### config.mk
export PLATFORM = sky130hd
export DESIGN_NAME = core_ecc_sink
export DESIGN_NICKNAME = d
export VERILOG_FILES = /design/src/rtl/core_ecc_pkg.sv /design/src/rtl/core_ecc_fifo.sv /design/src/rtl/core_ecc_sink.sv
export SDC_FILE = /design/constraint.sdc
export NUM_CORES = 1
export LEC_CHECK = 0
export BUFFER_PORTS_ARGS = -buffer_cell sky130_fd_sc_hd__buf_4
export CAP_MARGIN = 20
export CELL_PAD_IN_SITES_DETAIL_PLACEMENT = 0
export CELL_PAD_IN_SITES_GLOBAL_PLACEMENT = 1
export CORE_UTILIZATION = 40
export CTS_CLUSTER_DIAMETER = 150
export DETAILED_ROUTE_END_ITERATION = 8
export MAX_ROUTING_LAYER = met4
export PLACE_DENSITY_LB_ADDON = 0.1
export SYNTH_ARGS = -nofsm -noshare
export SYNTH_HDL_FRONTEND = slang
export SYNTH_SLANG_ARGS = --single-unit
### constraint.sdc
create_clock -name clk -period 2.2 [get_ports clk]
set_clock_uncertainty 0.2 [all_clocks]
set_input_delay 0.44 -clock clk [delete_from_list [all_inputs] [get_ports clk]]
set_output_delay 0.44 -clock clk [all_outputs]
set_load 0.005 [all_outputs]
### src/rtl/core_ecc_pkg.sv
// Shared types and helpers for the core-side Hamming sink.
//   err_t    : per-flit decode status carried alongside each FIFO entry
//   par_w    : Hamming parity width for a supported payload width (4 -> 3, 11 -> 4)
//   is_pow2  : true for Hamming parity positions (1, 2, 4, 8, ...)
//   data_pos : codeword position (1-based) of payload bit idx
package core_ecc_pkg;

  typedef enum logic [1:0] {
    ERR_CLEAN  = 2'b00,
    ERR_CORR   = 2'b01,
    ERR_UNCORR = 2'b10
  } err_t;

  function automatic int unsigned par_w(input int unsigned data_w);
    return (data_w == 11) ? 4 : 3;
  endfunction

  function automatic logic is_pow2(input int unsigned pos);
    return (pos != 0) && ((pos & (pos - 1)) == 0);
  endfunction

  // Payload bits occupy the non-parity positions in ascending order.
  function automatic int unsigned data_pos(input int unsigned idx);
    int unsigned k;
    int unsigned res;
    k   = 0;
    res = 0;
    for (int unsigned p = 1; p < 64; p++) begin
      if (!is_pow2(p)) begin
        if (k == idx && res == 0) res = p;
        k++;
      end
    end
    return res;
  endfunction

endpackage

### src/rtl/core_ecc_fifo.sv
// Synchronous FIFO holding decoded {err, data, ip} entries.
//   clk, rst_n : clock, asynchronous active-low reset (empties the FIFO)
//   i_push     : write i_wdata (ignored when full)
//   i_pop      : drop the head (ignored when empty)
//   o_rdata    : current head entry, read from the storage registers
//   o_count    : number of stored entries; o_full / o_empty status
module core_ecc_fifo #(
  parameter  int unsigned WIDTH = 8,
  parameter  int unsigned DEPTH = 4,
  localparam int unsigned AW    = $clog2(DEPTH)
) (
  input  logic             clk,
  input  logic             rst_n,
  input  logic             i_push,
  input  logic [WIDTH-1:0] i_wdata,
  input  logic             i_pop,
  output logic [WIDTH-1:0] o_rdata,
  output logic [AW:0]      o_count,
  output logic             o_full,
  output logic             o_empty
);

  logic [WIDTH-1:0] r_mem [DEPTH];
  logic [AW-1:0]    r_wr_ptr;
  logic [AW-1:0]    r_rd_ptr;
  logic [AW:0]      r_count;
  logic             w_push;
  logic             w_pop;

  assign o_full  = (r_count == (AW+1)'(DEPTH));
  assign o_empty = (r_count == '0);
  assign o_count = r_count;
  assign o_rdata = r_mem[r_rd_ptr];
  assign w_push  = i_push && !o_full;
  assign w_pop   = i_pop && !o_empty;

  // Pointers wrap naturally because DEPTH is a power of two.
  always_ff @(posedge clk or negedge rst_n) begin
    if (!rst_n) begin
      for (int unsigned i = 0; i < DEPTH; i++) r_mem[i] <= '0;
      r_wr_ptr <= '0;
      r_rd_ptr <= '0;
      r_count  <= '0;
    end else begin
      if (w_push) begin
        r_mem[r_wr_ptr] <= i_wdata;
        r_wr_ptr        <= r_wr_ptr + AW'(1);
      end
      if (w_pop) r_rd_ptr <= r_rd_ptr + AW'(1);
      case ({w_push, w_pop})
        2'b10:   r_count <= r_count + (AW+1)'(1);
        2'b01:   r_count <= r_count - (AW+1)'(1);
        default: r_count <= r_count;
      endcase
    end
  end

endmodule

### src/rtl/core_ecc_sink.sv
// Hamming sink between the router ejection port and the core consumer.
// Decodes {codeword, ip} flits (SEC, or SECDED when SECDED=1), buffers the
// corrected {data, ip} with its status in a FIFO and keeps saturating
// corrected / uncorrectable counters.
//   in_valid/in_ready/in_flit    : flit input, accepted on valid&&ready
//   out_valid/out_ready          : FIFO head handshake
//   out_data/out_err             : head {data, ip} and status (00/01/10)
//   cnt_clr                      : synchronous clear of both counters
//   corr_cnt/uncorr_cnt          : accepted corrected / uncorrectable flits
module core_ecc_sink
  import core_ecc_pkg::*;
#(
  parameter  int unsigned DATA_W      = 4,
  parameter  int unsigned IP_W        = 4,
  parameter  int unsigned SECDED      = 0,
  parameter  int unsigned DEPTH       = 4,
  parameter  int unsigned DROP_UNCORR = 1,
  parameter  int unsigned CNT_W       = 16,
  localparam int unsigned PAR_W       = par_w(DATA_W),
  localparam int unsigned N           = DATA_W + PAR_W,
  localparam int unsigned CW_W        = N + SECDED
) (
  input  logic                   clk,
  input  logic                   rst_n,
  input  logic                   in_valid,
  output logic                   in_ready,
  input  logic [CW_W+IP_W-1:0]   in_flit,
  output logic                   out_valid,
  input  logic                   out_ready,
  output logic [DATA_W+IP_W-1:0] out_data,
  output logic [1:0]             out_err,
  input  logic                   cnt_clr,
  output logic [CNT_W-1:0]       corr_cnt,
  output logic [CNT_W-1:0]       uncorr_cnt
);

  localparam int unsigned AW = $clog2(DEPTH);
  localparam int unsigned EW = 2 + DATA_W + IP_W;

  logic [CW_W-1:0]   w_cw;
  logic [IP_W-1:0]   w_ip;
  logic [PAR_W-1:0]  w_syn;
  logic              w_po;
  logic              w_flip;
  logic [N-1:0]      w_fix;
  logic [DATA_W-1:0] w_data;
  err_t              w_err;

  logic              w_accept;
  logic              w_drop;
  logic              w_push;
  logic              w_pop;
  logic [EW-1:0]     w_rdata;
  logic [AW:0]       w_count;
  logic              w_full;
  logic              w_empty;

  logic              r_run;
  logic [CNT_W-1:0]  r_corr;
  logic [CNT_W-1:0]  r_uncorr;

  assign w_cw = in_flit[CW_W+IP_W-1 -: CW_W];
  assign w_ip = in_flit[IP_W-1:0];

  always_comb begin
    w_syn = '0;
    for (int unsigned p = 1; p <= N; p++) begin
      if (w_cw[p-1]) w_syn ^= PAR_W'(p);
    end
    w_po = (SECDED != 0) ? ^w_cw : 1'b0;

    w_flip = 1'b0;
    w_err  = ERR_CLEAN;
    if (SECDED == 0) begin
      if (w_syn != '0) begin
        w_flip = 1'b1;
        w_err  = ERR_CORR;
      end
    end else if (w_po) begin
      // Zero syndrome with odd parity means only the overall bit was hit.
      w_flip = (w_syn != '0);
      w_err  = ERR_CORR;
    end else if (w_syn != '0) begin
      w_err = ERR_UNCORR;
    end

    w_fix = w_cw[N-1:0];
    for (int unsigned p = 1; p <= N; p++) begin
      if (w_flip && (w_syn == PAR_W'(p))) w_fix[p-1] = ~w_fix[p-1];
    end

    w_data = '0;
    for (int unsigned i = 0; i < DATA_W; i++) begin
      w_data[i] = w_fix[data_pos(i) - 1];
    end
  end

  // Ready is held low through reset and the first edge after release.
  assign in_ready  = r_run && (w_count < (AW+1)'(DEPTH));
  assign w_accept  = in_valid && in_ready;
  assign w_drop    = (DROP_UNCORR != 0) && (w_err == ERR_UNCORR);
  assign w_push    = w_accept && !w_drop && !w_full;
  assign w_pop     = out_ready && !w_empty;
  assign out_valid = !w_empty;
  assign out_err   = w_rdata[EW-1 -: 2];
  assign out_data  = w_rdata[DATA_W+IP_W-1:0];

  core_ecc_fifo #(
    .WIDTH (EW),
    .DEPTH (DEPTH)
  ) u_fifo (
    .clk     (clk),
    .rst_n   (rst_n),
    .i_push  (w_push),
    .i_wdata ({w_err, w_data, w_ip}),
    .i_pop   (w_pop),
    .o_rdata (w_rdata),
    .o_count (w_count),
    .o_full  (w_full),
    .o_empty (w_empty)
  );

  always_ff @(posedge clk or negedge rst_n) begin
    if (!rst_n) begin
      r_run    <= 1'b0;
      r_corr   <= '0;
      r_uncorr <= '0;
    end else begin
      r_run <= 1'b1;
      if (cnt_clr) begin
        r_corr   <= '0;
        r_uncorr <= '0;
      end else begin
        if (w_accept && (w_err == ERR_CORR) && (r_corr != '1))
          r_corr <= r_corr + CNT_W'(1);
        if (w_accept && (w_err == ERR_UNCORR) && (r_uncorr != '1))
          r_uncorr <= r_uncorr + CNT_W'(1);
      end
    end
  end

  assign corr_cnt   = r_corr;
  assign uncorr_cnt = r_uncorr;

endmodule

== Word-level counts from Yosys, hierarchy flattened ==
Index checks and enable logic that the tools add are counted.

* Add/sub/neg operators: 6
* Magnitude comparators: 4
* Equality and inequality tests: 11
* Multiplexer cells: 24
* Bitwise logic cells: 12
* Reduce and logical (&&, ||, !) cells: 24

{| class="wikitable"
|+ Operators by type and width
! cell !! number
|-
| $mux 16 || 4
|-
| $bwmux 40 || 1
|-
| $add 16x1->16 const B || 2
|-
| $ne 16x16->1 const B || 2
|-
| $mux 10 || 3
|-
| $bmux 10 s2 || 1
|-
| $demux 10 s2 || 1
|-
| $logic_and 1x1->1 || 16
|-
| $eq 3x3->1 const B || 4
|-
| $mux 3 || 4
|-
| $mux 1 || 7
|-
| $ge 3x3->1 const B || 2
|-
| $not 2->2 || 3
|-
| $not 2->3 || 2
|-
| $pmux 3 s2 || 1
|-
| $reduce_bool 2->1 || 3
|-
| $add 2x1->2 const B || 2
|-
| $eq 2x1->1 const B || 2
|-
| $eq 2x2->1 const B || 2
|-
| $mux 2 || 2
|-
| $not 1->1 || 4
|-
| $add 3x1->3 const B || 1
|-
| $eq 3x2->1 const B || 1
|-
| $logic_not 1->1 || 3
|-
| 7 further kinds || 8
|}

* Register bits: 80
* Output and inout port bits: 44
* Logic and storage cells: 91

== Logic depth before layout (Yosys ltp) ==
Gate-level depths: netlist of the first run.

* Depth in word-level cells: 20
* Depth in mapped cells: 9
* Depth with buffers taken out: 9

== Modules after synthesis ==
Synthesis of the first run repeated with hierarchy kept, for this count alone.

* Cells, all modules: 297
* Area, all modules: 3,509.6 um2

{| class="wikitable"
|+ Modules (own cells, without submodules)
! module !! times used !! cells an instance !! area each (um2)
|-
| core_ecc_fifo || 1 || 132 || 2,119.5
|-
| core_ecc_sink || 1 || 165 || 1,390.1
|}

== Worst setup path before layout of the first run ==
No wires, ideal clock.

* Path kind: input to register
* Start: input port in_flit[8]
* End: register r_corr[4] (netlist: corr_cnt[4])
* Data arrival time: 1.846 ns
* Data required time: 1.875 ns
* Path slack: 0.029 ns
* Stages on the path: 7
* Path buffers: 2
* Cell sequence: buf_6 -> xor2_2 -> or3_4 -> a21oi_4 -> buf_6 -> nor3_1 -> mux2_2

* Longest elaborated chain between the ends: 11

{| class="wikitable"
|+ Ends and longest elaborated chain
! item !! line !! text
|-
| from (decl) || core_ecc_sink.sv:27 || <nowiki>input logic [CW_W+IP_W-1:0] in_flit,</nowiki>
|-
| $mux 3 * || core_ecc_sink.sv:68 || <nowiki>if (w_cw[p-1]) w_syn ^= PAR_W'(p);</nowiki>
|-
| $not 2->2 (no line) || -- ||
|-
| $mux 3 * || core_ecc_sink.sv:68 ||
|-
| $not 3->3 (no line) || -- ||
|-
| $mux 3 * || core_ecc_sink.sv:68 ||
|-
| $reduce_bool 3->1 * || -- ||
|-
| $mux 1 * || core_ecc_sink.sv:75 || <nowiki>if (w_syn != '0) begin</nowiki>
|-
| $eq 2x1->1 * || core_ecc_sink.sv:134 || <nowiki>if (w_accept && (w_err == ERR_CORR) && (r_corr != '1))</nowiki>
|-
| $logic_and 1x1->1 * (2 in a row) || core_ecc_sink.sv:134 ||
|-
| $reduce_bool 2->1 (no line) * || -- ||
|-
| to (signal assigned) || core_ecc_sink.sv:135 || <nowiki>r_corr <= r_corr + CNT_W'(1);</nowiki>
|-
| to (decl) || core_ecc_sink.sv:59 || <nowiki>logic [CNT_W-1:0] r_corr;</nowiki>
|}

Mark *: on every way between the ends. The rest lies on a longest branch, timed or not.
A chain may end at the register's enable or synchronous reset.

== Final worst setup path of the first run ==
* Start: register u_fifo.r_rd_ptr[0]
* End: output port out_data[7]

* Longest elaborated chain between the ends: 4

{| class="wikitable"
|+ Ends and longest elaborated chain
! item !! line !! text
|-
| from (decl) || core_ecc_fifo.sv:25 || <nowiki>logic [AW-1:0] r_rd_ptr;</nowiki>
|-
| from (signal assigned) || core_ecc_fifo.sv:49 || <nowiki>if (w_pop) r_rd_ptr <= r_rd_ptr + AW'(1);</nowiki>
|-
| $not 2->3 (implied by the code) || core_ecc_fifo.sv:33 || <nowiki>assign o_rdata = r_mem[r_rd_ptr];</nowiki>
|-
| $bmux 10 s2 || core_ecc_fifo.sv:33 ||
|-
| $mux 10 (implied by the code) (2 in a row) || core_ecc_fifo.sv:33 ||
|-
| to (decl) || core_ecc_sink.sv:30 || <nowiki>output logic [DATA_W+IP_W-1:0] out_data,</nowiki>
|}

Every way passes these cells. The select of a mux whose other input is x is not followed.

==> flow_results.xml, run 1 <==
<?xml version="1.0" encoding="UTF-8"?>
<metrics>
  <group name="status">
    <metric name="outcome" unit="">complete, but fails checks</metric>
    <metric name="violations_in_the_final_reports" unit="">setup timing</metric>
  </group>
  <group name="layout">
    <metric name="drive_gt1_frac" unit="">0.355</metric>
    <metric name="nets" unit="">421</metric>
    <metric name="final_common_cell" unit="">sky130_fd_sc_hd__buf_4</metric>
    <metric name="final_cell_count_without_fillers" unit="">508</metric>
    <metric name="sequential_cell_area" unit="um2">1500</metric>
    <metric name="area_of_the_multi_input_gates" unit="um2">1750</metric>
    <metric name="fill_cells" unit="">797</metric>
    <metric name="layout-area-overhead-vs-synth" unit="%">25.1</metric>
    <metric name="antenna-diode-count" unit="">0</metric>
    <metric name="layout_common_cells" unit="">sky130_fd_sc_hd__buf_4, sky130_fd_sc_hd__dfrtp_1, sky130_fd_sc_hd__nand2_1, sky130_fd_sc_hd__mux2_2, sky130_fd_sc_hd__o21ai_0</metric>
  </group>
  <group name="die">
    <metric name="die-width" unit="um">94.4</metric>
    <metric name="io-pin-count" unit="">60</metric>
    <metric name="floorplan.initialDensity" unit="">0.414</metric>
    <metric name="core-area" unit="um2">8260</metric>
    <metric name="fp.dieArea" unit="um2">8910</metric>
    <metric name="num_rows" unit="">33</metric>
    <metric name="fp.dieH" unit="um">94.4</metric>
  </group>
  <group name="synth">
    <metric name="synthesis.area_per_instance" unit="um2">10.5</metric>
    <metric name="post_synth_instance_area" unit="um2">3420</metric>
    <metric name="ys_ff_latch" unit="">60</metric>
    <metric name="netlist-cell-type-count" unit="">50</metric>
    <metric name="synth.yosys.seq_area_share" unit="">0.440</metric>
    <metric name="synth_edf_count" unit="">0</metric>
    <metric name="netlist_instances" unit="">326</metric>
    <metric name="async_flop_share" unit="">1.00</metric>
    <metric name="synthesis.yosys.warnings" unit="">0</metric>
    <metric name="ys.flop_type" unit="">sky130_fd_sc_hd__dfrtp_1</metric>
  </group>
  <group name="timing">
    <metric name="hold_violations" unit="">0</metric>
    <metric name="timing.max_slew.rel_slack" unit="">0.494</metric>
    <metric name="final-setup-viol-count" unit="">1</metric>
    <metric name="fmax" unit="MHz">454</metric>
    <metric name="layout_worst_path_cycle_share" unit="">1.00</metric>
    <metric name="rsz_0062_raised_after_global_routing" unit="">yes</metric>
    <metric name="worst_pin_slew" unit="ns">0.759</metric>
    <metric name="tmin_final" unit="ns">2.20</metric>
    <metric name="final.setup.worst_slack" unit="ns">-0.000843</metric>
    <metric name="drv_slew" unit="">0</metric>
    <metric name="setup-tns-final" unit="ns">-0.000843</metric>
    <metric name="final.hold.worst_slack" unit="ns">0.163</metric>
  </group>
  <group name="worst_hold_path">
    <metric name="hold_path_class" unit="">input port to flip-flop</metric>
  </group>
  <group name="route">
    <metric name="drc" unit="">0</metric>
    <metric name="avgRoutedWirePerCell" unit="um">14.2</metric>
    <metric name="drt.antenna.violating_nets" unit="">0</metric>
    <metric name="iter_0_drt_violations" unit="">93</metric>
    <metric name="postRouteWirelength" unit="um">7190</metric>
    <metric name="vias_per_cell" unit="">5.04</metric>
    <metric name="route.vias.total" unit="">2558</metric>
    <metric name="drt_first_pass_iters" unit="">4</metric>
  </group>
  <group name="grt">
    <metric name="globalRoute.totalOverflow" unit="">0</metric>
    <metric name="number_of_antenna_violations_at_the_first_check_in_global_routing" unit="">0</metric>
    <metric name="global_route_wire_length_before_repair" unit="um">12000</metric>
    <metric name="number_of_global_route_vias_before_repair" unit="">2462</metric>
    <metric name="grt_max_degree" unit="">61</metric>
    <metric name="grt_use_total" unit="">0.182</metric>
  </group>
  <group name="critical_path">
    <metric name="arrival" unit="ns">1.56</metric>
    <metric name="criticalPathCategory" unit="">flip-flop to output port</metric>
    <metric name="critical-path-top-delay-family" unit="">multiplexers</metric>
    <metric name="critPathMaxFanout" unit="">10</metric>
    <metric name="timing.critical_path.slowest_cell_delay" unit="ns">0.55</metric>
    <metric name="crit_required" unit="ns">1.56</metric>
    <metric name="critPathBufInv" unit="">2</metric>
    <metric name="worstSetupStartpointType" unit="">flip-flop</metric>
    <metric name="worstSetupEndpointType" unit="">output port</metric>
    <metric name="cells_along_the_critical_path" unit="">buf_12 -&gt; mux4_2 -&gt; buf_6</metric>
    <metric name="cp_slowest_cell" unit="">sky130_fd_sc_hd__mux4_2</metric>
  </group>
  <group name="power">
    <metric name="max-vdd-ir-drop" unit="mV">0.384</metric>
    <metric name="power-per-cell-area" unit="nW/um2">1030</metric>
    <metric name="p_leak" unit="nW">1.93</metric>
    <metric name="total_power" unit="mW">4.39</metric>
  </group>
  <group name="place">
    <metric name="gpl.final_weighted_congestion" unit="">0.796</metric>
    <metric name="post-dp-hpwl" unit="um">5140</metric>
    <metric name="pre_cts_setup_slack" unit="ns">-0.0553</metric>
    <metric name="io_buffer_count" unit="">42</metric>
    <metric name="numPlacedInstances" unit="">488</metric>
  </group>
  <group name="clock_network">
    <metric name="clk_path_buf_depth" unit="">2</metric>
    <metric name="cts_tree" unit="">yes</metric>
    <metric name="clock_tree.htree_level_count" unit="">3</metric>
    <metric name="cts_made_buffers" unit="">9</metric>
    <metric name="clkTransAtPathRegs" unit="ns">0.08</metric>
    <metric name="clockRootBuffer" unit="">sky130_fd_sc_hd__clkbuf_8</metric>
    <metric name="numClockSinks" unit="">60</metric>
    <metric name="worst_skew_pair_later_pin_latency" unit="ns">0.33</metric>
  </group>
  <group name="run">
    <metric name="max_cap_violations" unit="">0</metric>
  </group>
</metrics>
==> worst paths after layout <==
path | startpoint | end | slack [ns] | depth (start not counted)
setup / recovery | u_fifo.r_rd_ptr[0] | out_data[7] | -0.0008 | 3
hold / removal | in_flit[2] | u_fifo.r_mem[32] | 0.16 | 2
setup reg to reg | corr_cnt[1] | corr_cnt[7] | 0.10 | 6
hold reg to reg | u_fifo.r_mem[14] | u_fifo.r_mem[14] | 0.28 | 2
max in group asynchronous | rst_n | u_fifo.r_mem[7] | 0.77 | 2
min in group asynchronous | rst_n | u_fifo.r_mem[33] | 0.51 | 2
==> cell type report <==
class	instances	share of cell area
Clock buffer	9	0.0290
Clock inverter	7	0.0141
Inverter	6	0.00527
Multi-Input combinational cell	240	0.410
Sequential cell	60	0.351
Tap cell	105	0.0307
Timing Repair Buffer	81	0.160
==> state kept, by name (all words and copies together) (netlist names) <==
name             cells
r_run                1
u_fifo.o_count       3
corr_cnt            16
u_fifo.r_wr_ptr      2
u_fifo.r_rd_ptr      2
u_fifo.r_mem        36
==> per-layer routing <==
metal	GRT usage	vias to the layer above	wire length [um]
li1	-	1262	-
met1	0.250	1233	3570
met2	0.274	56	3380
met3	0.0266	7	170
met4	0.0654	0	70
met5	-	-	0
==> per-stage QoR <==
step | cell area [um2] | util
global route | 4270 | 0.517
finish | 4270 | 0.517
detailed placement | 4000 | 0.484
global placement | 4000 | 0.484
floorplan | 3480 | -
CTS | 4220 | 0.511
==> synth_stat cells, types with 5 or more instances <==
cell	instances	share of area
sky130_fd_sc_hd__clkbuf_1	10	0.011
sky130_fd_sc_hd__or3_1	5	0.0092
sky130_fd_sc_hd__o21ai_0	23	0.034
sky130_fd_sc_hd__inv_1	6	0.0066
sky130_fd_sc_hd__a21oi_1	15	0.022
sky130_fd_sc_hd__buf_4	19	0.042
sky130_fd_sc_hd__xor2_1	10	0.026
sky130_fd_sc_hd__mux2_2	25	0.082
sky130_fd_sc_hd__mux4_2	9	0.059
sky130_fd_sc_hd__xnor2_1	9	0.023
sky130_fd_sc_hd__nor2_1	15	0.016
sky130_fd_sc_hd__nand2_1	34	0.037
sky130_fd_sc_hd__dfrtp_1	60	0.44
sky130_fd_sc_hd__nor3_1	6	0.0088
sky130_fd_sc_hd__nor2b_1	10	0.018
sky130_fd_sc_hd__ha_1	6	0.022
==> power breakdown <==
part	switching (mW)	leakage [nW]	internal [mW]	total, mW
registers	0.214	0.763	1.49	1.70
clock network	0.480	0.0904	0.423	0.903
logic	0.715	1.08	1.07	1.78
total	1.41	1.93	2.98	4.39
==> cells by family after synthesis <==
logic type | Yosys count | share of synthesized area
simple gates | 101 | 0.152
mux | 35 | 0.145
buf+inv | 42 | 0.0725
fa+ha+maj | 7 | 0.0278
xor+xnor | 20 | 0.0535
other cells | 2 | 0.00220
flops | 60 | 0.440
compound gates | 59 | 0.108
==> what timing repair did <==
item | CTS | global route
setup buffers | 1 | 2
cloned | 0 | 0
endpoints found under the hold margin | 14 | 0
endpoints found under the setup margin | 7 | 21
hold buffers | 1 | 0
gates resized for setup | 6 | 12
pin swaps | 0 | 1
Power figures use the tool's default switching activity.
==> inputs of run 2 (changes only) <==
--- a/config.mk
+++ b/config.mk
@@ -5,11 +5,12 @@
 export SDC_FILE = /design/constraint.sdc
 export NUM_CORES = 1
 export LEC_CHECK = 0
+export ABC_AREA = 0
 export BUFFER_PORTS_ARGS = -buffer_cell sky130_fd_sc_hd__buf_4
 export CAP_MARGIN = 20
 export CELL_PAD_IN_SITES_DETAIL_PLACEMENT = 0
 export CELL_PAD_IN_SITES_GLOBAL_PLACEMENT = 1
-export CORE_UTILIZATION = 40
+export CORE_UTILIZATION = 36
 export CTS_CLUSTER_DIAMETER = 150
 export DETAILED_ROUTE_END_ITERATION = 8
 export MAX_ROUTING_LAYER = met4
==> run 2 against run 1 <==
  * The run still ends with setup timing left
  * Wire length increased by 7.2%
  * Non-clock buffer count increased by 11
  * Combinational power about the same
  * Sequential cell count unchanged
==> flow_results.xml, run 2 (same netlist as run 1, synthesis figures left out) <==
<?xml version="1.0" encoding="UTF-8"?>
<metrics>
  <group name="status">
    <metric name="outcome" unit="">complete, but fails checks</metric>
    <metric name="violations_in_the_final_reports" unit="">setup timing</metric>
  </group>
  <group name="route">
    <metric name="drc" unit="">0</metric>
    <metric name="iter_0_drt_violations" unit="">94</metric>
    <metric name="drt_first_pass_iters" unit="">4</metric>
    <metric name="route.vias.total" unit="">2591</metric>
    <metric name="vias_per_cell" unit="">4.94</metric>
    <metric name="postRouteWirelength" unit="um">7710</metric>
    <metric name="drt.antenna.violating_nets" unit="">0</metric>
    <metric name="avgRoutedWirePerCell" unit="um">14.7</metric>
  </group>
  <group name="critical_path">
    <metric name="arrival" unit="ns">1.58</metric>
    <metric name="critPathMaxFanout" unit="">10</metric>
    <metric name="cells_along_the_critical_path" unit="">buf_12 -&gt; mux4_2 -&gt; buf_6</metric>
    <metric name="critical-path-top-delay-family" unit="">multiplexers</metric>
    <metric name="critPathBufInv" unit="">2</metric>
    <metric name="worstSetupStartpointType" unit="">flip-flop</metric>
    <metric name="cp_slowest_cell" unit="">sky130_fd_sc_hd__mux4_2</metric>
    <metric name="crit_required" unit="ns">1.56</metric>
    <metric name="criticalPathCategory" unit="">flip-flop to output port</metric>
    <metric name="timing.critical_path.slowest_cell_delay" unit="ns">0.55</metric>
    <metric name="worstSetupEndpointType" unit="">output port</metric>
  </group>
  <group name="die">
    <metric name="fp.dieH" unit="um">99.4</metric>
    <metric name="num_rows" unit="">35</metric>
    <metric name="io-pin-count" unit="">60</metric>
    <metric name="floorplan.initialDensity" unit="">0.371</metric>
    <metric name="die-width" unit="um">99.4</metric>
    <metric name="fp.dieArea" unit="um2">9880</metric>
    <metric name="core-area" unit="um2">9200</metric>
  </group>
  <group name="place">
    <metric name="io_buffer_count" unit="">42</metric>
    <metric name="post_dp_cell_area" unit="um2">4100</metric>
    <metric name="gpl.final_weighted_congestion" unit="">0.800</metric>
    <metric name="post-dp-hpwl" unit="um">5670</metric>
  </group>
  <group name="timing">
    <metric name="drv_slew" unit="">0</metric>
    <metric name="hold_violations" unit="">0</metric>
    <metric name="final.setup.worst_slack" unit="ns">-0.0210</metric>
    <metric name="timing.max_slew.rel_slack" unit="">0.596</metric>
    <metric name="final.hold.worst_slack" unit="ns">0.144</metric>
    <metric name="layout_worst_path_cycle_share" unit="">1.01</metric>
    <metric name="final-setup-viol-count" unit="">1</metric>
    <metric name="tmin_final" unit="ns">2.22</metric>
    <metric name="rsz_0062_raised_after_global_routing" unit="">yes</metric>
    <metric name="fmax" unit="MHz">450</metric>
    <metric name="worst_pin_slew" unit="ns">0.603</metric>
  </group>
  <group name="grt">
    <metric name="number_of_global_route_vias_before_repair" unit="">2607</metric>
    <metric name="grt_max_degree" unit="">35</metric>
    <metric name="number_of_antenna_violations_at_the_first_check_in_global_routing" unit="">0</metric>
    <metric name="globalRoute.totalOverflow" unit="">0</metric>
    <metric name="grt_use_total" unit="">0.178</metric>
    <metric name="global_route_wire_length_before_repair" unit="um">13100</metric>
  </group>
  <group name="run">
    <metric name="max_cap_violations" unit="">0</metric>
  </group>
  <group name="layout">
    <metric name="nets" unit="">432</metric>
    <metric name="layout_common_cells" unit="">sky130_fd_sc_hd__buf_4, sky130_fd_sc_hd__dfrtp_1, sky130_fd_sc_hd__nand2_1, sky130_fd_sc_hd__mux2_2, sky130_fd_sc_hd__o21ai_0</metric>
    <metric name="final_area" unit="um2">4370</metric>
    <metric name="largest_register_ff_count" unit="">36</metric>
    <metric name="regMostFlops" unit="">u_fifo.r_mem</metric>
    <metric name="final_common_cell" unit="">sky130_fd_sc_hd__buf_4</metric>
    <metric name="layout-area-overhead-vs-synth" unit="%">28.0</metric>
    <metric name="antenna-diode-count" unit="">0</metric>
    <metric name="drive_gt1_frac" unit="">0.367</metric>
  </group>
  <group name="power">
    <metric name="p_leak" unit="nW">1.98</metric>
    <metric name="power-per-cell-area" unit="nW/um2">1020</metric>
    <metric name="max-vdd-ir-drop" unit="mV">0.361</metric>
  </group>
  <group name="clock_network">
    <metric name="clockRootBuffer" unit="">sky130_fd_sc_hd__clkbuf_8</metric>
    <metric name="numClockSinks" unit="">60</metric>
    <metric name="clkTransAtPathRegs" unit="ns">0.08</metric>
    <metric name="worst_skew_pair_later_pin_latency" unit="ns">0.35</metric>
    <metric name="clock_tree.htree_level_count" unit="">3</metric>
    <metric name="cts_made_buffers" unit="">9</metric>
    <metric name="cts_tree" unit="">yes</metric>
    <metric name="clk_path_buf_depth" unit="">2</metric>
  </group>
  <group name="worst_hold_path">
    <metric name="hold_path_class" unit="">input port to flip-flop</metric>
  </group>
</metrics>
## run 2: cell count changes in the layout (fill, tap and decap cells not counted), sizes merged
| cell | before | now |
|---|---|---|
| clkinv | 4 | 2 |
| buf | 80 | 91 |
| clkbuf | 9 | 11 |
| inv | 8 | 6 |
| clkinvlp | 1 | 3 |
## run 2: area by class of cell
class | instances | area [um2]
fill | 868 | 4820
multi-input combinational | 240 | 1750
sequential | 60 | 1500
timing repair buffer | 92 | 772
clock buffer | 11 | 151
tap | 111 | 139
clock inverter | 5 | 36.3
inverter | 6 | 22.5
## run 2: layer usage
metal | global-route usage | wire length [um]
met5 | - | 0
met4 | 0.0611 | 76
met3 | 0.0387 | 214
met2 | 0.271 | 3600
met1 | 0.236 | 3810
## run 2: power by group
part	internal, mW	switching [mW]
Clock	0.469	0.473
Sequential	1.49	0.205
Combinational	1.07	0.736
## run 2: metrics by stage
step / worst slack (ns) / cells / util / power (mW) / setup TNS, ns
global route: -0.0734 / 525 / 0.475 / 4.77 / -0.301
floorplan: 0.0288 / 342 / - / 2.71 / 0
CTS: -0.0442 / 525 / 0.472 / 4.48 / -0.115
detailed placement: -0.0991 / 507 / 0.446 / 3.39 / -1.00
finish: -0.0210 / 525 / 0.475 / 4.44 / -0.0210
global placement: -0.0881 / 507 / 0.446 / 3.35 / -0.741
## run 2: worst paths after layout
kind                                    start  cells past startpoint          endpoint  slack, ns
setup / recovery           u_fifo.r_rd_ptr[0]                      3       out_data[7]      -0.02
hold / removal                     in_flit[2]                      2  u_fifo.r_mem[12]       0.14
setup reg to reg            u_fifo.o_count[2]                      6       corr_cnt[7]       0.10
hold reg to reg               u_fifo.r_mem[5]                      2   u_fifo.r_mem[5]       0.28
max in group asynchronous               rst_n                      3  u_fifo.r_mem[37]       0.93
min in group asynchronous               rst_n                      2  u_fifo.r_mem[32]       0.34
## run 2: repair_timing
action	in CTS	in global routing
buffers inserted	1	0
hold buffers	1	0
gates resized for setup	8	8
hold endpoints to repair	26	0
endpoints found under the setup margin	9	18
==> inputs of run 3 (changes only) <==
--- a/config.mk
+++ b/config.mk
@@ -18,3 +18,4 @@
 export SYNTH_ARGS = -nofsm -noshare
 export SYNTH_HDL_FRONTEND = slang
 export SYNTH_SLANG_ARGS = --single-unit
+export TNS_END_PERCENT = 30
==> run 3 against run 2 <==
  * The flow still finishes with violations (setup timing)
  * Global-route usage is the same
  * Cell count unchanged
  * Count of clock-buffer cells in the layout did not move
  * Register-to-register slack hardly changed
  * Critical path depth unchanged
  * Non-clock buffer count unchanged
  * Wire length is the same
  * Combinational power barely moved
  * Setup slack stayed put
  * Core utilization unchanged
  * Via count is the same
  * Sequential share of layout area unchanged
  * Critical path type unchanged
  * Critical endpoint unchanged
==> flow_results.xml, run 3 (same netlist as run 1, synthesis figures left out) <==
<?xml version="1.0" encoding="UTF-8"?>
<metrics>
  <group name="clock_network">
    <metric name="worst_skew_pair_later_pin_latency" unit="ns">0.35</metric>
    <metric name="clkTransAtPathRegs" unit="ns">0.08</metric>
    <metric name="clock_tree.htree_level_count" unit="">3</metric>
    <metric name="clk_path_buf_depth" unit="">2</metric>
    <metric name="cts_made_buffers" unit="">9</metric>
    <metric name="cts_tree" unit="">yes</metric>
    <metric name="clockRootBuffer" unit="">sky130_fd_sc_hd__clkbuf_8</metric>
    <metric name="numClockSinks" unit="">60</metric>
  </group>
  <group name="die">
    <metric name="fp.dieArea" unit="um2">9880</metric>
    <metric name="io-pin-count" unit="">60</metric>
    <metric name="fp.dieH" unit="um">99.4</metric>
    <metric name="floorplan.initialDensity" unit="">0.371</metric>
    <metric name="num_rows" unit="">35</metric>
    <metric name="die-width" unit="um">99.4</metric>
    <metric name="core-area" unit="um2">9200</metric>
  </group>
  <group name="layout">
    <metric name="fin_util" unit="">0.475</metric>
    <metric name="final_cell_count_without_fillers" unit="">525</metric>
    <metric name="antenna-diode-count" unit="">0</metric>
    <metric name="largest_register_ff_count" unit="">36</metric>
    <metric name="layout-area-overhead-vs-synth" unit="%">28.0</metric>
    <metric name="layout_common_cells" unit="">sky130_fd_sc_hd__buf_4, sky130_fd_sc_hd__dfrtp_1, sky130_fd_sc_hd__nand2_1, sky130_fd_sc_hd__mux2_2, sky130_fd_sc_hd__o21ai_0</metric>
    <metric name="final_common_cell" unit="">sky130_fd_sc_hd__buf_4</metric>
    <metric name="regMostFlops" unit="">u_fifo.r_mem</metric>
    <metric name="nets" unit="">432</metric>
    <metric name="final_area" unit="um2">4370</metric>
    <metric name="drive_gt1_frac" unit="">0.367</metric>
  </group>
  <group name="place">
    <metric name="post-dp-hpwl" unit="um">5670</metric>
    <metric name="post_dp_cell_area" unit="um2">4100</metric>
    <metric name="io_buffer_count" unit="">42</metric>
    <metric name="numPlacedInstances" unit="">507</metric>
    <metric name="gpl.final_weighted_congestion" unit="">0.800</metric>
  </group>
  <group name="route">
    <metric name="vias_per_cell" unit="">4.94</metric>
    <metric name="avgRoutedWirePerCell" unit="um">14.7</metric>
    <metric name="iter_0_drt_violations" unit="">94</metric>
    <metric name="drc" unit="">0</metric>
    <metric name="postRouteWirelength" unit="um">7710</metric>
    <metric name="drt_first_pass_iters" unit="">4</metric>
    <metric name="route.vias.total" unit="">2591</metric>
    <metric name="drt.antenna.violating_nets" unit="">0</metric>
  </group>
  <group name="run">
    <metric name="max_cap_violations" unit="">0</metric>
  </group>
  <group name="timing">
    <metric name="final.setup.worst_slack" unit="ns">-0.0210</metric>
    <metric name="final.hold.worst_slack" unit="ns">0.144</metric>
    <metric name="drv_slew" unit="">0</metric>
    <metric name="fmax" unit="MHz">450</metric>
    <metric name="layout_worst_path_cycle_share" unit="">1.01</metric>
    <metric name="timing.max_slew.rel_slack" unit="">0.596</metric>
    <metric name="hold_violations" unit="">0</metric>
    <metric name="worst_pin_slew" unit="ns">0.603</metric>
    <metric name="final-setup-viol-count" unit="">1</metric>
    <metric name="rsz_0062_raised_after_global_routing" unit="">yes</metric>
    <metric name="tmin_final" unit="ns">2.22</metric>
  </group>
  <group name="worst_hold_path">
    <metric name="whs_path_depth" unit="">2</metric>
    <metric name="hold_path_class" unit="">input port to flip-flop</metric>
    <metric name="min_from" unit="">in_flit[2]</metric>
    <metric name="whs_endpoint" unit="">u_fifo.r_mem[12]</metric>
  </group>
  <group name="critical_path">
    <metric name="criticalPathCategory" unit="">flip-flop to output port</metric>
    <metric name="critPathMaxFanout" unit="">10</metric>
    <metric name="worstReg2RegEnd" unit="">corr_cnt[7]</metric>
    <metric name="worstSetupEndpointType" unit="">output port</metric>
    <metric name="r2r.worst_path.cells" unit="">6</metric>
    <metric name="arrival" unit="ns">1.58</metric>
    <metric name="rrSetupSlack" unit="ns">0.10</metric>
    <metric name="launching_point_of_the_worst_reg2reg_path" unit="">u_fifo.o_count[2]</metric>
    <metric name="worstSetupStartpointType" unit="">flip-flop</metric>
    <metric name="crit_required" unit="ns">1.56</metric>
  </group>
  <group name="grt">
    <metric name="number_of_global_route_vias_before_repair" unit="">2607</metric>
    <metric name="global_route_wire_length_before_repair" unit="um">13100</metric>
    <metric name="grt_max_degree" unit="">35</metric>
    <metric name="number_of_antenna_violations_at_the_first_check_in_global_routing" unit="">0</metric>
    <metric name="globalRoute.totalOverflow" unit="">0</metric>
    <metric name="grt_use_total" unit="">0.178</metric>
  </group>
  <group name="status">
    <metric name="violations_in_the_final_reports" unit="">setup timing</metric>
    <metric name="outcome" unit="">complete, but fails checks</metric>
  </group>
  <group name="power">
    <metric name="power-per-cell-area" unit="nW/um2">1020</metric>
    <metric name="p_leak" unit="nW">1.98</metric>
    <metric name="total_power" unit="mW">4.44</metric>
    <metric name="max-vdd-ir-drop" unit="mV">0.361</metric>
  </group>
</metrics>
==> run 3: cell counts in the layout (fill, tap and decap cells not counted) <==
Identical to the previous run, type by type.
==> run 3: worst max path at each step <==
stage	from	end	slack [ns]	cells after the start
finish	u_fifo.r_rd_ptr[0]	out_data[7]	-0.02	3
global route	u_fifo.r_rd_ptr[0]	out_data[7]	-0.07	3
CTS	u_fifo.r_rd_ptr[0]	out_data[7]	-0.04	3
detailed placement	in_flit[8]	corr_cnt[14]	-0.1	8
global placement	in_flit[8]	corr_cnt[14]	-0.09	8
floorplan	in_flit[8]	corr_cnt[4]	0.03	7
==> run 3: what timing repair did <==
item	4_1_cts	5_1_grt
hold endpoints to repair	26	0
gates resized for setup	8	8
setup endpoints to repair	9	18
setup buffers	1	0
hold buffers	1	0
==> run 3: worst max-delay path: stages, from the launching register on <==
cell	delay, ns
sky130_fd_sc_hd__dfrtp_1	0.38
sky130_fd_sc_hd__buf_12	0.16
sky130_fd_sc_hd__mux4_2	0.55
sky130_fd_sc_hd__buf_6	0.14
==> run 3: power breakdown <==
part	internal [mW]	switching [mW]
logic	1.07	0.736
registers	1.49	0.205
clock network	0.469	0.473
total	3.03	1.42
==> run 3: metal layers <==
layer / wire length, um / track usage
met4: 76 / 0.0611
met3: 214 / 0.0387
met2: 3600 / 0.271
met5: 0 / -
met1: 3810 / 0.236
==> run 3: cell type report <==
class                   instances  area, um2
well taps                     111        139
flip-flops and latches         60       1500
fillers                       868       4820
inverters                       6       22.5
clock buffers                  11        151
multi-input cells             240       1750
clock inverters                 5       36.3
repair buffers                 92        772
==> run 3: stage by stage <==
| stage | setup TNS, ns | setup slack [ns] |
|---|---|---|
| after floorplan | 0 | 0.0288 |
| after global placement | -0.741 | -0.0881 |
| final | -0.0210 | -0.0210 |
| after detailed placement | -1.00 | -0.0991 |
| after global routing | -0.301 | -0.0734 |
| after CTS | -0.115 | -0.0442 |
